## src/rtl/inst_rom_arbiter_pkg.sv

```systemverilog
// Shared constants and types for the instruction-ROM port arbiter.
package inst_rom_arbiter_pkg;

  localparam int ADDR_BUS       = 32;
  localparam int INST_BUS       = 32;
  localparam int STARVE_MAX_DEF = 4;

  localparam logic RST_ENABLE   = 1'b0;
  localparam logic CHIP_ENABLE  = 1'b1;
  localparam logic CHIP_DISABLE = 1'b0;

  localparam logic [INST_BUS-1:0] ZERO_WORD = '0;

  // Who owns the response slot in the following cycle.
  typedef enum logic [1:0] {
    GRANT_IDLE = 2'b00,
    GRANT_IF   = 2'b01,
    GRANT_DM   = 2'b10
  } grant_state_e;

  // ROM words are 4-byte aligned; anything else is an error access.
  function automatic logic is_word_aligned(input logic [1:0] lsb);
    return lsb == 2'b00;
  endfunction

endpackage

```

## src/rtl/inst_rom_arbiter_if.sv

```systemverilog
// Requester/ROM bundle for the arbiter. The master side holds both
// requesters and the ROM; the slave side is the arbiter itself.
interface inst_rom_arbiter_if
  import inst_rom_arbiter_pkg::*;
#(
  parameter int ADDR_W = ADDR_BUS,
  parameter int DATA_W = INST_BUS
);

  logic              if_req;
  logic [ADDR_W-1:0] if_addr;
  logic              if_flush;
  logic              if_gnt;
  logic              if_valid;
  logic [DATA_W-1:0] if_inst;
  logic              if_err;

  logic              dm_req;
  logic [ADDR_W-1:0] dm_addr;
  logic              dm_gnt;
  logic              dm_valid;
  logic [DATA_W-1:0] dm_data;
  logic              dm_err;

  logic              stall_req;
  logic              rom_en;
  logic [ADDR_W-1:0] rom_addr;
  logic [DATA_W-1:0] rom_inst;

  modport master (
    output if_req, if_addr, if_flush, dm_req, dm_addr, rom_inst,
    input  if_gnt, if_valid, if_inst, if_err,
    input  dm_gnt, dm_valid, dm_data, dm_err,
    input  stall_req, rom_en, rom_addr
  );

  modport slave (
    input  if_req, if_addr, if_flush, dm_req, dm_addr, rom_inst,
    output if_gnt, if_valid, if_inst, if_err,
    output dm_gnt, dm_valid, dm_data, dm_err,
    output stall_req, rom_en, rom_addr
  );

endinterface

```

## src/rtl/inst_rom_arbiter_starve_cnt.sv

```systemverilog
// Saturating count of consecutive cycles in which fetch asked and lost.
// max_reached_o tells the arbiter to hand the next contested cycle to fetch.
module rom_arb_starve_cnt
  import inst_rom_arbiter_pkg::*;
#(
  parameter int MAX   = STARVE_MAX_DEF,
  parameter int CNT_W = 3
) (
  input  logic clk,
  input  logic rst,
  input  logic inc_i,
  input  logic clr_i,
  output logic max_reached_o
);

  localparam logic [CNT_W-1:0] MAX_C = CNT_W'(MAX);

  logic [CNT_W-1:0] cnt_q;
  logic [CNT_W-1:0] cnt_d;

  // Clear wins over increment; increment stops at MAX (stays 0 when MAX is 0).
  always_comb begin
    cnt_d = cnt_q;
    if (clr_i) begin
      cnt_d = '0;
    end else if (inc_i && (cnt_q != MAX_C)) begin
      cnt_d = cnt_q + 1'b1;
    end
  end

  // Counter register.
  always_ff @(posedge clk) begin
    if (rst == RST_ENABLE) begin
      cnt_q <= '0;
    end else begin
      cnt_q <= cnt_d;
    end
  end

  assign max_reached_o = (MAX != 0) && (cnt_q == MAX_C);

endmodule

```

## src/rtl/inst_rom_arbiter.sv

```systemverilog
// Shares one combinational instruction-ROM port between IF fetch and MEM
// literal loads. One access per cycle, response registered one cycle later.
module inst_rom_arbiter
  import inst_rom_arbiter_pkg::*;
#(
  parameter int ADDR_W     = ADDR_BUS,
  parameter int DATA_W     = INST_BUS,
  parameter int STARVE_MAX = STARVE_MAX_DEF,
  parameter int CNT_W      = 3
) (
  input  logic               clk,
  input  logic               rst,
  inst_rom_arbiter_if.slave  bus
);

  logic              in_reset;
  logic              force_if;
  logic              if_gnt;
  logic              dm_gnt;
  logic              any_gnt;
  logic              rom_aligned;
  logic              if_take;
  logic              dm_take;
  logic              if_valid;
  logic              dm_valid;
  logic [ADDR_W-1:0] rom_addr;
  logic [DATA_W-1:0] rom_word;
  logic [DATA_W-1:0] if_inst_q;
  logic [DATA_W-1:0] dm_data_q;
  logic              if_err_q;
  logic              dm_err_q;
  grant_state_e      state_q;
  grant_state_e      state_d;

  // Grants are combinational, so reset has to mask them directly.
  assign in_reset = (rst == RST_ENABLE);

  // Data side wins contention unless fetch has been starved long enough.
  always_comb begin
    if_gnt = 1'b0;
    dm_gnt = 1'b0;
    if (!in_reset) begin
      if (bus.if_req && (!bus.dm_req || force_if)) begin
        if_gnt = 1'b1;
      end else if (bus.dm_req) begin
        dm_gnt = 1'b1;
      end
    end
  end

  // ROM address follows the winner; parked at zero when nobody is granted.
  always_comb begin
    rom_addr = '0;
    if (if_gnt) begin
      rom_addr = bus.if_addr;
    end else if (dm_gnt) begin
      rom_addr = bus.dm_addr;
    end
  end

  assign any_gnt     = if_gnt | dm_gnt;
  assign rom_aligned = is_word_aligned(rom_addr[1:0]);
  // Misaligned accesses return a zero word instead of whatever the ROM shows.
  assign rom_word    = rom_aligned ? bus.rom_inst : DATA_W'(ZERO_WORD);
  // A flushed fetch still consumed the port but produces no response.
  assign if_take     = if_gnt & ~bus.if_flush;
  assign dm_take     = dm_gnt;

  rom_arb_starve_cnt #(
    .MAX   (STARVE_MAX),
    .CNT_W (CNT_W)
  ) u_starve_cnt (
    .clk           (clk),
    .rst           (rst),
    .inc_i         (bus.if_req & ~if_gnt),
    .clr_i         (if_gnt),
    .max_reached_o (force_if)
  );

  // Grant-state register: remembers which requester the next cycle answers.
  always_ff @(posedge clk) begin
    if (rst == RST_ENABLE) begin
      state_q <= GRANT_IDLE;
    end else begin
      state_q <= state_d;
    end
  end

  // Next grant state from this cycle's winner (flushed fetch answers nobody).
  always_comb begin
    state_d = GRANT_IDLE;
    if (if_take) begin
      state_d = GRANT_IF;
    end else if (dm_take) begin
      state_d = GRANT_DM;
    end
  end

  // Route the single response slot to the requester that won last cycle.
  always_comb begin
    if_valid = 1'b0;
    dm_valid = 1'b0;
    case (state_q)
      GRANT_IF: if_valid = 1'b1;
      GRANT_DM: dm_valid = 1'b1;
      default: ;
    endcase
  end

  // Capture the ROM word into the winner's register; the loser holds.
  always_ff @(posedge clk) begin
    if (rst == RST_ENABLE) begin
      if_inst_q <= '0;
      dm_data_q <= '0;
      if_err_q  <= 1'b0;
      dm_err_q  <= 1'b0;
    end else begin
      if_err_q <= if_take & ~rom_aligned;
      dm_err_q <= dm_take & ~rom_aligned;
      if (if_take) begin
        if_inst_q <= rom_word;
      end
      if (dm_take) begin
        dm_data_q <= rom_word;
      end
    end
  end

  assign bus.if_gnt    = if_gnt;
  assign bus.dm_gnt    = dm_gnt;
  assign bus.if_valid  = if_valid;
  assign bus.dm_valid  = dm_valid;
  assign bus.if_inst   = if_inst_q;
  assign bus.dm_data   = dm_data_q;
  assign bus.if_err    = if_err_q;
  assign bus.dm_err    = dm_err_q;
  assign bus.stall_req = bus.if_req & ~if_gnt;
  assign bus.rom_addr  = rom_addr;
  assign bus.rom_en    = (any_gnt && rom_aligned) ? CHIP_ENABLE : CHIP_DISABLE;

endmodule

```

## src/flat_wrapper.sv

```systemverilog
// flat-port wrapper written by rule: the top's interface ports become plain ports
module inst_rom_arbiter_flat import inst_rom_arbiter_pkg::*;
#(
  parameter int ADDR_W     = ADDR_BUS,
  parameter int DATA_W     = INST_BUS,
  parameter int STARVE_MAX = STARVE_MAX_DEF,
  parameter int CNT_W      = 3
)
  (clk, rst, bus_if_req, bus_if_addr, bus_if_flush, bus_dm_req, bus_dm_addr, bus_rom_inst, bus_if_gnt, bus_if_valid, bus_if_inst, bus_if_err, bus_dm_gnt, bus_dm_valid, bus_dm_data, bus_dm_err, bus_stall_req, bus_rom_en, bus_rom_addr);
  inst_rom_arbiter_if #(.ADDR_W(ADDR_W), .DATA_W(DATA_W)) bus_i ();
  input  logic clk;
  input  logic rst;
  input wire logic [$bits(bus_i.if_req)-1:0] bus_if_req;
  input wire logic [$bits(bus_i.if_addr)-1:0] bus_if_addr;
  input wire logic [$bits(bus_i.if_flush)-1:0] bus_if_flush;
  input wire logic [$bits(bus_i.dm_req)-1:0] bus_dm_req;
  input wire logic [$bits(bus_i.dm_addr)-1:0] bus_dm_addr;
  input wire logic [$bits(bus_i.rom_inst)-1:0] bus_rom_inst;
  output wire logic [$bits(bus_i.if_gnt)-1:0] bus_if_gnt;
  output wire logic [$bits(bus_i.if_valid)-1:0] bus_if_valid;
  output wire logic [$bits(bus_i.if_inst)-1:0] bus_if_inst;
  output wire logic [$bits(bus_i.if_err)-1:0] bus_if_err;
  output wire logic [$bits(bus_i.dm_gnt)-1:0] bus_dm_gnt;
  output wire logic [$bits(bus_i.dm_valid)-1:0] bus_dm_valid;
  output wire logic [$bits(bus_i.dm_data)-1:0] bus_dm_data;
  output wire logic [$bits(bus_i.dm_err)-1:0] bus_dm_err;
  output wire logic [$bits(bus_i.stall_req)-1:0] bus_stall_req;
  output wire logic [$bits(bus_i.rom_en)-1:0] bus_rom_en;
  output wire logic [$bits(bus_i.rom_addr)-1:0] bus_rom_addr;
  assign bus_i.if_req = bus_if_req;
  assign bus_i.if_addr = bus_if_addr;
  assign bus_i.if_flush = bus_if_flush;
  assign bus_i.dm_req = bus_dm_req;
  assign bus_i.dm_addr = bus_dm_addr;
  assign bus_i.rom_inst = bus_rom_inst;
  assign bus_if_gnt = bus_i.if_gnt;
  assign bus_if_valid = bus_i.if_valid;
  assign bus_if_inst = bus_i.if_inst;
  assign bus_if_err = bus_i.if_err;
  assign bus_dm_gnt = bus_i.dm_gnt;
  assign bus_dm_valid = bus_i.dm_valid;
  assign bus_dm_data = bus_i.dm_data;
  assign bus_dm_err = bus_i.dm_err;
  assign bus_stall_req = bus_i.stall_req;
  assign bus_rom_en = bus_i.rom_en;
  assign bus_rom_addr = bus_i.rom_addr;
  inst_rom_arbiter #(.ADDR_W(ADDR_W), .DATA_W(DATA_W), .STARVE_MAX(STARVE_MAX), .CNT_W(CNT_W)) u_core (.clk(clk), .rst(rst), .bus(bus_i));
endmodule
```

## config.mk

```make
export PLATFORM = sky130hd
export DESIGN_NAME = inst_rom_arbiter_flat
export DESIGN_NICKNAME = d
export VERILOG_FILES = /design/src/rtl/inst_rom_arbiter_pkg.sv /design/src/rtl/inst_rom_arbiter_if.sv /design/src/rtl/inst_rom_arbiter_starve_cnt.sv /design/src/rtl/inst_rom_arbiter.sv /design/src/flat_wrapper.sv
export SDC_FILE = /design/constraint.sdc
export NUM_CORES = 1
export LEC_CHECK = 0
export CORE_MARGIN = 5
export CORE_UTILIZATION = 35
export CTS_CLUSTER_SIZE = 16
export DETAILED_ROUTE_END_ITERATION = 16
export HOLD_SLACK_MARGIN = 0.03
export PLACE_DENSITY = 0.91
export SYNTH_ARGS = -nofsm -noshare
export SYNTH_HDL_FRONTEND = slang
export SYNTH_SLANG_ARGS = --single-unit
```

## constraint.sdc

```tcl
create_clock -name clk -period 2 [get_ports clk]
set_input_delay 0.4 -clock clk [delete_from_list [all_inputs] [get_ports clk]]
set_output_delay 0.4 -clock clk [all_outputs]
set_load 0.05 [all_outputs]
```

==> flow_summary.toml, run 1 <==
[status]
status = "finished, violations left"
failed_checks = "negative setup slack"

[routing]
vias = 3228
avgRoutedWirePerCell_um = 21.42
drt_first_iter_violations = 79
viasPerCell = 5.132
route.detailed.drc = 0
postRouteAntennaNets = 0
drt_wl_total_um = 13470
drtPass1Iterations = 4

[clocking]
clk_latency_ps = 330
path_clk_slew_ps = 80
root_buffer = "clkbuf_8"
numCtsBuffers = 9
hold_buffers = 0
cts.sinks = 71
cts_tree = "built"
h-tree-depth = 3
clock_path_buffers = 2

[worst_setup_path]
r2r_cells = 7
ff2ff_setup_slack_ps = 280
required_ps = 1600
cp-end-kind = "output port"
critPathSlowestCell = "dfxtp_2"
path_cells = "inv_2 -> ha_4 -> nand3_4 -> and3_4 -> clkbuf_16 -> a22o_4 -> buf_12"
cp_max_fo = 8
critPathKind = "reg2out"
crit_arrival_ps = 1800
crit_path_max_incr_delay_ps = 330
timing.rr.start = "u_core.u_starve_cnt.cnt_q[0]"
cp-start-kind = "flip-flop"
r2r-end = "u_core.bus.dm_data[5]"

[min_path]
hp-start = "u_core.bus.dm_data[13]"
hold_depth = 2
hold_end = "u_core.bus.dm_data[13]"
min_path_type = "reg2reg"

[timing]
slew_viol_final = 0
setup_ws_ps = -196.5
finalSetupTns_ps = -5624
finalCritPeriodShare_pct = 109.8
rsz0062_at_grt = "yes"
min_period_ps = 2196
worstMarginPinSlew_ps = 541.3
fmax_mhz = 455.3
setup-violations-final = 36
skew_ps = 15.66
hold_violations = 0
slew_headroom_pct = 63.80

[floorplan]
initial_core_util_pct = 36.06
boundaryPins = 205
rows = 33
die_x_um = 102.2
die_y_um = 102.2
dieArea_sq_um = 10450
coreArea_sq_um = 8258

[placed_design]
io_buffer_count = 204
hpwl_um = 9281
place_inst = 599
placed_area_sq_um = 5592
pre_cts_ws_ps = -234.2
gp_congestion = 0.8803

[yosys]
synth_area_sq_um = 2978
synth_area_per_cell_sq_um = 10.38
netlist_instances = 287
synth_edf_count = 0
synth_fp_nets = 390
yosysMostFrequentCell = "dfxtp_1"
yosys_warnings = 0
synth.top_cells.by_count = "dfxtp_1, nand2_1, a22o_1"
ys_seq_area_share_pct = 47.73
synth_ff_type = "dfxtp_1"
synth_area_leaders = "dfxtp_1, a22o_1, mux2i_1"
yosysTopAreaCell = "dfxtp_1"
async_reset_ff_share_pct = 0
yosys.cell_types.count = 28
yosys_register_bits = 71
synth.top_cell.area_share_pct = 47.73

[grt]
grt_overflow = 0
grt_util_all_layers_pct = 23.37
grt_antenna_before_repair = 3
grt_max_degree = 22
grt_pass1_wl_um = 18780
grt_pass1_vias = 3439

[finish]
num-fill-cells = 553
instances_no_fill = 629
drive_gt1_share_pct = 31.09
syn_to_final_growth_pct = 107.1
finalCoreUtilization_pct = 74.70
nets = 619
post-route-cell-area_sq_um = 6168

[flow_run]
cap_violations = 0

[power_and_ir_drop]
power.density_nw_per_um2 = 574.0
power.leakage_nw = 2.469
peakVddDrop_uv = 404.5
==> cells by family (layout without fill, tap and decap cells) <==
logic type | Yosys count | after routing | share of synthesized area (%)
AOI/OAI and AO/OA | 72 | 72 | 22.27
adders and majority gates | 2 | 2 | 0.8402
buffers and inverters | 26 | 260 | 6.008
DFF | 71 | 71 | 47.73
muxes | 32 | 32 | 10.76
other | 0 | 3 | 0
and+or+nand+nor | 84 | 84 | 12.40
==> what timing repair did <==
action / CTS / global route
resized for setup: 43 / 15
pin swaps: 6 / 7
endpoints found under the setup margin: 36 / 36
cloned: 5 / 1
setup buffers: 3 / 3
==> cells in the final DEF (no fill, tap or decap), types with 9 or more instances in the layout <==
| cell | Yosys | final |
|---|---|---|
| buf_12 | 0 | 37 |
| clkbuf_8 | 0 | 9 |
| mux2i_1 | 32 | 32 |
| nand2_1 | 67 | 66 |
| clkdlybuf4s50_1 | 0 | 163 |
| dfxtp_1 | 71 | 69 |
| a22o_4 | 0 | 25 |
| buf_4 | 0 | 25 |
| buf_6 | 10 | 10 |
| a22o_1 | 38 | 9 |
| a22o_2 | 26 | 30 |
==> per-layer routing <==
layer | track usage [%] | vias to the layer above | part of all wire, %
met5 | 0 | - | 0
met4 | 6.256 | 0 | 2.8
met3 | 7.440 | 24 | 7.4
met2 | 44.38 | 146 | 54
met1 | 24.68 | 1558 | 36
li1 | - | 1500 | -
==> flip-flops by register name, indices dropped and copies added (netlist names) <==
register                   count
u_core.bus.dm_err              1
u_core.bus.if_err              1
u_core.bus.if_inst            32
u_core.state_q                 2
u_core.u_starve_cnt.cnt_q      3
u_core.bus.dm_data            32
==> report_power, final <==
group	internal [W]	switching [W]	leakage, nW
clock	0.000452	0.000549	0.0858
sequential	0.00145	0.0000179	0.576
combinational	0.000540	0.000537	1.81
total	0.00244	0.00110	2.47
==> critical path, delay by kind of cell, from the launching register on <==
family | cells | cell delay, ps
DFF | 1 | 330
buffers and inverters | 3 | 400
adders and majority gates | 1 | 170
and+or+nand+nor | 2 | 330
AOI/OAI and AO/OA | 1 | 240
==> worst max-delay path by stage <==
stage | startpoint | endpoint | cells past startpoint
final | u_core.u_starve_cnt.cnt_q[0] | bus_rom_addr[22] | 7
after global routing | u_core.u_starve_cnt.cnt_q[0] | bus_rom_addr[5] | 7
after global placement | bus_dm_req | bus_rom_addr[29] | 6
after detailed placement | bus_dm_req | bus_rom_addr[19] | 6
after floorplan | u_core.u_starve_cnt.cnt_q[0] | bus_rom_addr[0] | 6
after CTS | u_core.u_starve_cnt.cnt_q[1] | bus_rom_addr[12] | 7
==> per-stage QoR <==
step	hold WS [ps]	power [W]
finish	459.0	0.003541
global route	487.1	0.003687
CTS	464.2	0.003526
detailed placement	451.2	0.002471
global placement	440.8	0.002452
floorplan	460.3	0.001943
==> cell type report <==
type	count	area [sq um]	area share, %
diodes	3	7.507	0.1217
clock buffers	9	123.9	2.008
clock inverters	7	47.55	0.7708
inverters	3	11.26	0.1826
multi-input cells	190	1657	26.86
flip-flops and latches	71	1424	23.08
well taps	105	131.4	2.130
repair buffers	241	2766	44.85
Power figures use the tool's default switching activity.
==> run 2, diff against run 1 <==
--- a/config.mk
+++ b/config.mk
@@ -10,7 +10,7 @@
 export CTS_CLUSTER_SIZE = 16
 export DETAILED_ROUTE_END_ITERATION = 16
 export HOLD_SLACK_MARGIN = 0.03
-export PLACE_DENSITY = 0.91
+export PLACE_DENSITY = 0.79
 export SYNTH_ARGS = -nofsm -noshare
 export SYNTH_HDL_FRONTEND = slang
 export SYNTH_SLANG_ARGS = --single-unit
==> flow_summary.toml, run 2 (same netlist as run 1, synthesis figures left out) <==
[worst_setup_path]
required_ps = 1600
cp_top_family = "buffers and inverters"
crit_path_max_incr_delay_ps = 330
path_cells = "inv_2 -> ha_4 -> nand3_2 -> and3_4 -> clkbuf_16 -> a22o_4 -> buf_12"
crit_buf_inv = 3
critPathSlowestCell = "dfxtp_2"
critPathKind = "reg2out"
crit_arrival_ps = 1800
cp-end-kind = "output port"
cp-start-kind = "flip-flop"
cp_max_fo = 8

[grt]
grt_pass1_wl_um = 17600
grt_max_degree = 35
met2_usage_pct = 38.78
grt_util_all_layers_pct = 21.84
grt.busiest_layer = "met2"
grt_antenna_before_repair = 0
grt_use_met3_pct = 7.440
grt_overflow = 0
grt_pass1_vias = 3218
met1_usage_pct = 24.85

[floorplan]
dieArea_sq_um = 10450
die_x_um = 102.2
rows = 33
initial_core_util_pct = 36.06
coreArea_sq_um = 8258
boundaryPins = 205
die_y_um = 102.2

[placed_design]
place_inst = 598
gp_congestion = 0.8137
io_buffer_count = 204
pre_cts_ws_ps = -253.8
hpwl_um = 9083

[routing]
avgRoutedWirePerCell_um = 20.44
route.detailed.drc = 0
vias = 3193
postRouteAntennaNets = 0
drt_wl_total_um = 12780
drtPass1Iterations = 4
drt_first_iter_violations = 124
viasPerCell = 5.109

[timing]
rsz0062_at_grt = "yes"
setup_ws_ps = -201.7
setup-violations-final = 36
slew_viol_final = 0
worstMarginPinSlew_ps = 533.5
min_period_ps = 2202
finalSetupTns_ps = -5672
hold_violations = 0
finalCritPeriodShare_pct = 110.1
slew_headroom_pct = 64.32
fmax_mhz = 454.2
skew_ps = 9.416

[clocking]
cts.sinks = 71
path_clk_slew_ps = 80
h-tree-depth = 3
clock_path_buffers = 2
numCtsBuffers = 9
root_buffer = "clkbuf_8"
hold_buffers = 0
clk_latency_ps = 330
cts_tree = "built"

[finish]
syn_to_final_growth_pct = 105.8
final_cell_mix = "clkdlybuf4s50_1, dfxtp_1, nand2_1"
antenna_cells = 0
instances_no_fill = 625
drive_gt1_share_pct = 30.77
nets = 618
finalCoreUtilization_pct = 74.20
final_common_cell = "clkdlybuf4s50_1"

[status]
failed_checks = "negative setup slack"
status = "finished, violations left"

[min_path]
min_path_type = "reg2reg"

[flow_run]
cap_violations = 0

[power_and_ir_drop]
power.density_nw_per_um2 = 585.1
power.leakage_nw = 2.439
peakVddDrop_uv = 518.0
clock_power_share_pct = 29.5
p_seq_share_pct = 40.8
intPower_w = 0.002474
p_comb_share_pct = 29.7
switching_share_pct = 31.00
p_switching_w = 0.001111
run 2: changes by cell type in the layout (fill, tap and decap cells not counted), sizes merged:
cell	delta
buf	-1
diode	-3
inv	-1
clkbuf	+2
clkdlybuf4s50	-1
run 2: cell type report:
cell class	instances	area, sq um
Timing Repair Buffer	240	2796
Tap cell	105	131.4
Clock inverter	6	45.04
Clock buffer	10	137.6
Sequential cell	71	1424
Multi-Input combinational cell	190	1582
Inverter	3	11.26
Fill cell	608	2131
run 2: per-layer routing:
layer,wire (um),vias up
met5,0,-
met2,6565,143
li1,-,1490
met3,976,24
met4,320,0
met1,4914,1536
run 2: worst min-delay path: stages (launching register included):
cell and delay (ps):
dfxtp_1 310, nand2_1 50, mux2i_1 50
run 2: power groups by stage:
stage	clock network, W	registers, W	logic (W)
global placement	0	0.00149	0.000969
global route	0.00116	0.00147	0.00111
floorplan	0	0.00159	0.000349
CTS	0.00108	0.00146	0.00102
finish	0.00106	0.00146	0.00106
detailed placement	0	0.00150	0.000985
run 2: per-stage QoR:
stage	hold WS, ps	instance area (sq um)	power [W]
floorplan	460.3	3022	0.001943
global placement	442.5	5607	0.002462
detailed placement	446.5	5607	0.002480
CTS	460.7	5948	0.003560
global route	476.3	6127	0.003728
finish	458.4	6127	0.003585
run 2: worst paths after layout:
kind              slack [ps]  cells after the start                          from                      to
setup / recovery        -200                      7  u_core.u_starve_cnt.cnt_q[0]        bus_rom_addr[12]
hold / removal           460                      2        u_core.bus.dm_data[15]  u_core.bus.dm_data[15]
setup reg to reg         140                      9  u_core.u_starve_cnt.cnt_q[0]  u_core.bus.dm_data[25]
hold reg to reg          460                      2        u_core.bus.dm_data[15]  u_core.bus.dm_data[15]
run 2: timing repair:
item                                    in CTS  in global routing
endpoints found under the setup margin      37                 36
pin swaps                                    1                  2
setup buffers                                5                  3
resized for setup                           25                 17
cloned                                       1                  3
==> run 3, diff against run 2 <==
--- a/config.mk
+++ b/config.mk
@@ -5,6 +5,7 @@
 export SDC_FILE = /design/constraint.sdc
 export NUM_CORES = 1
 export LEC_CHECK = 0
+export ABC_CLOCK_PERIOD_IN_PS = 2000
 export CORE_MARGIN = 5
 export CORE_UTILIZATION = 35
 export CTS_CLUSTER_SIZE = 16
==> results of run 3 <==
The final DEF is identical to that of run 2; final timing and power are the same.
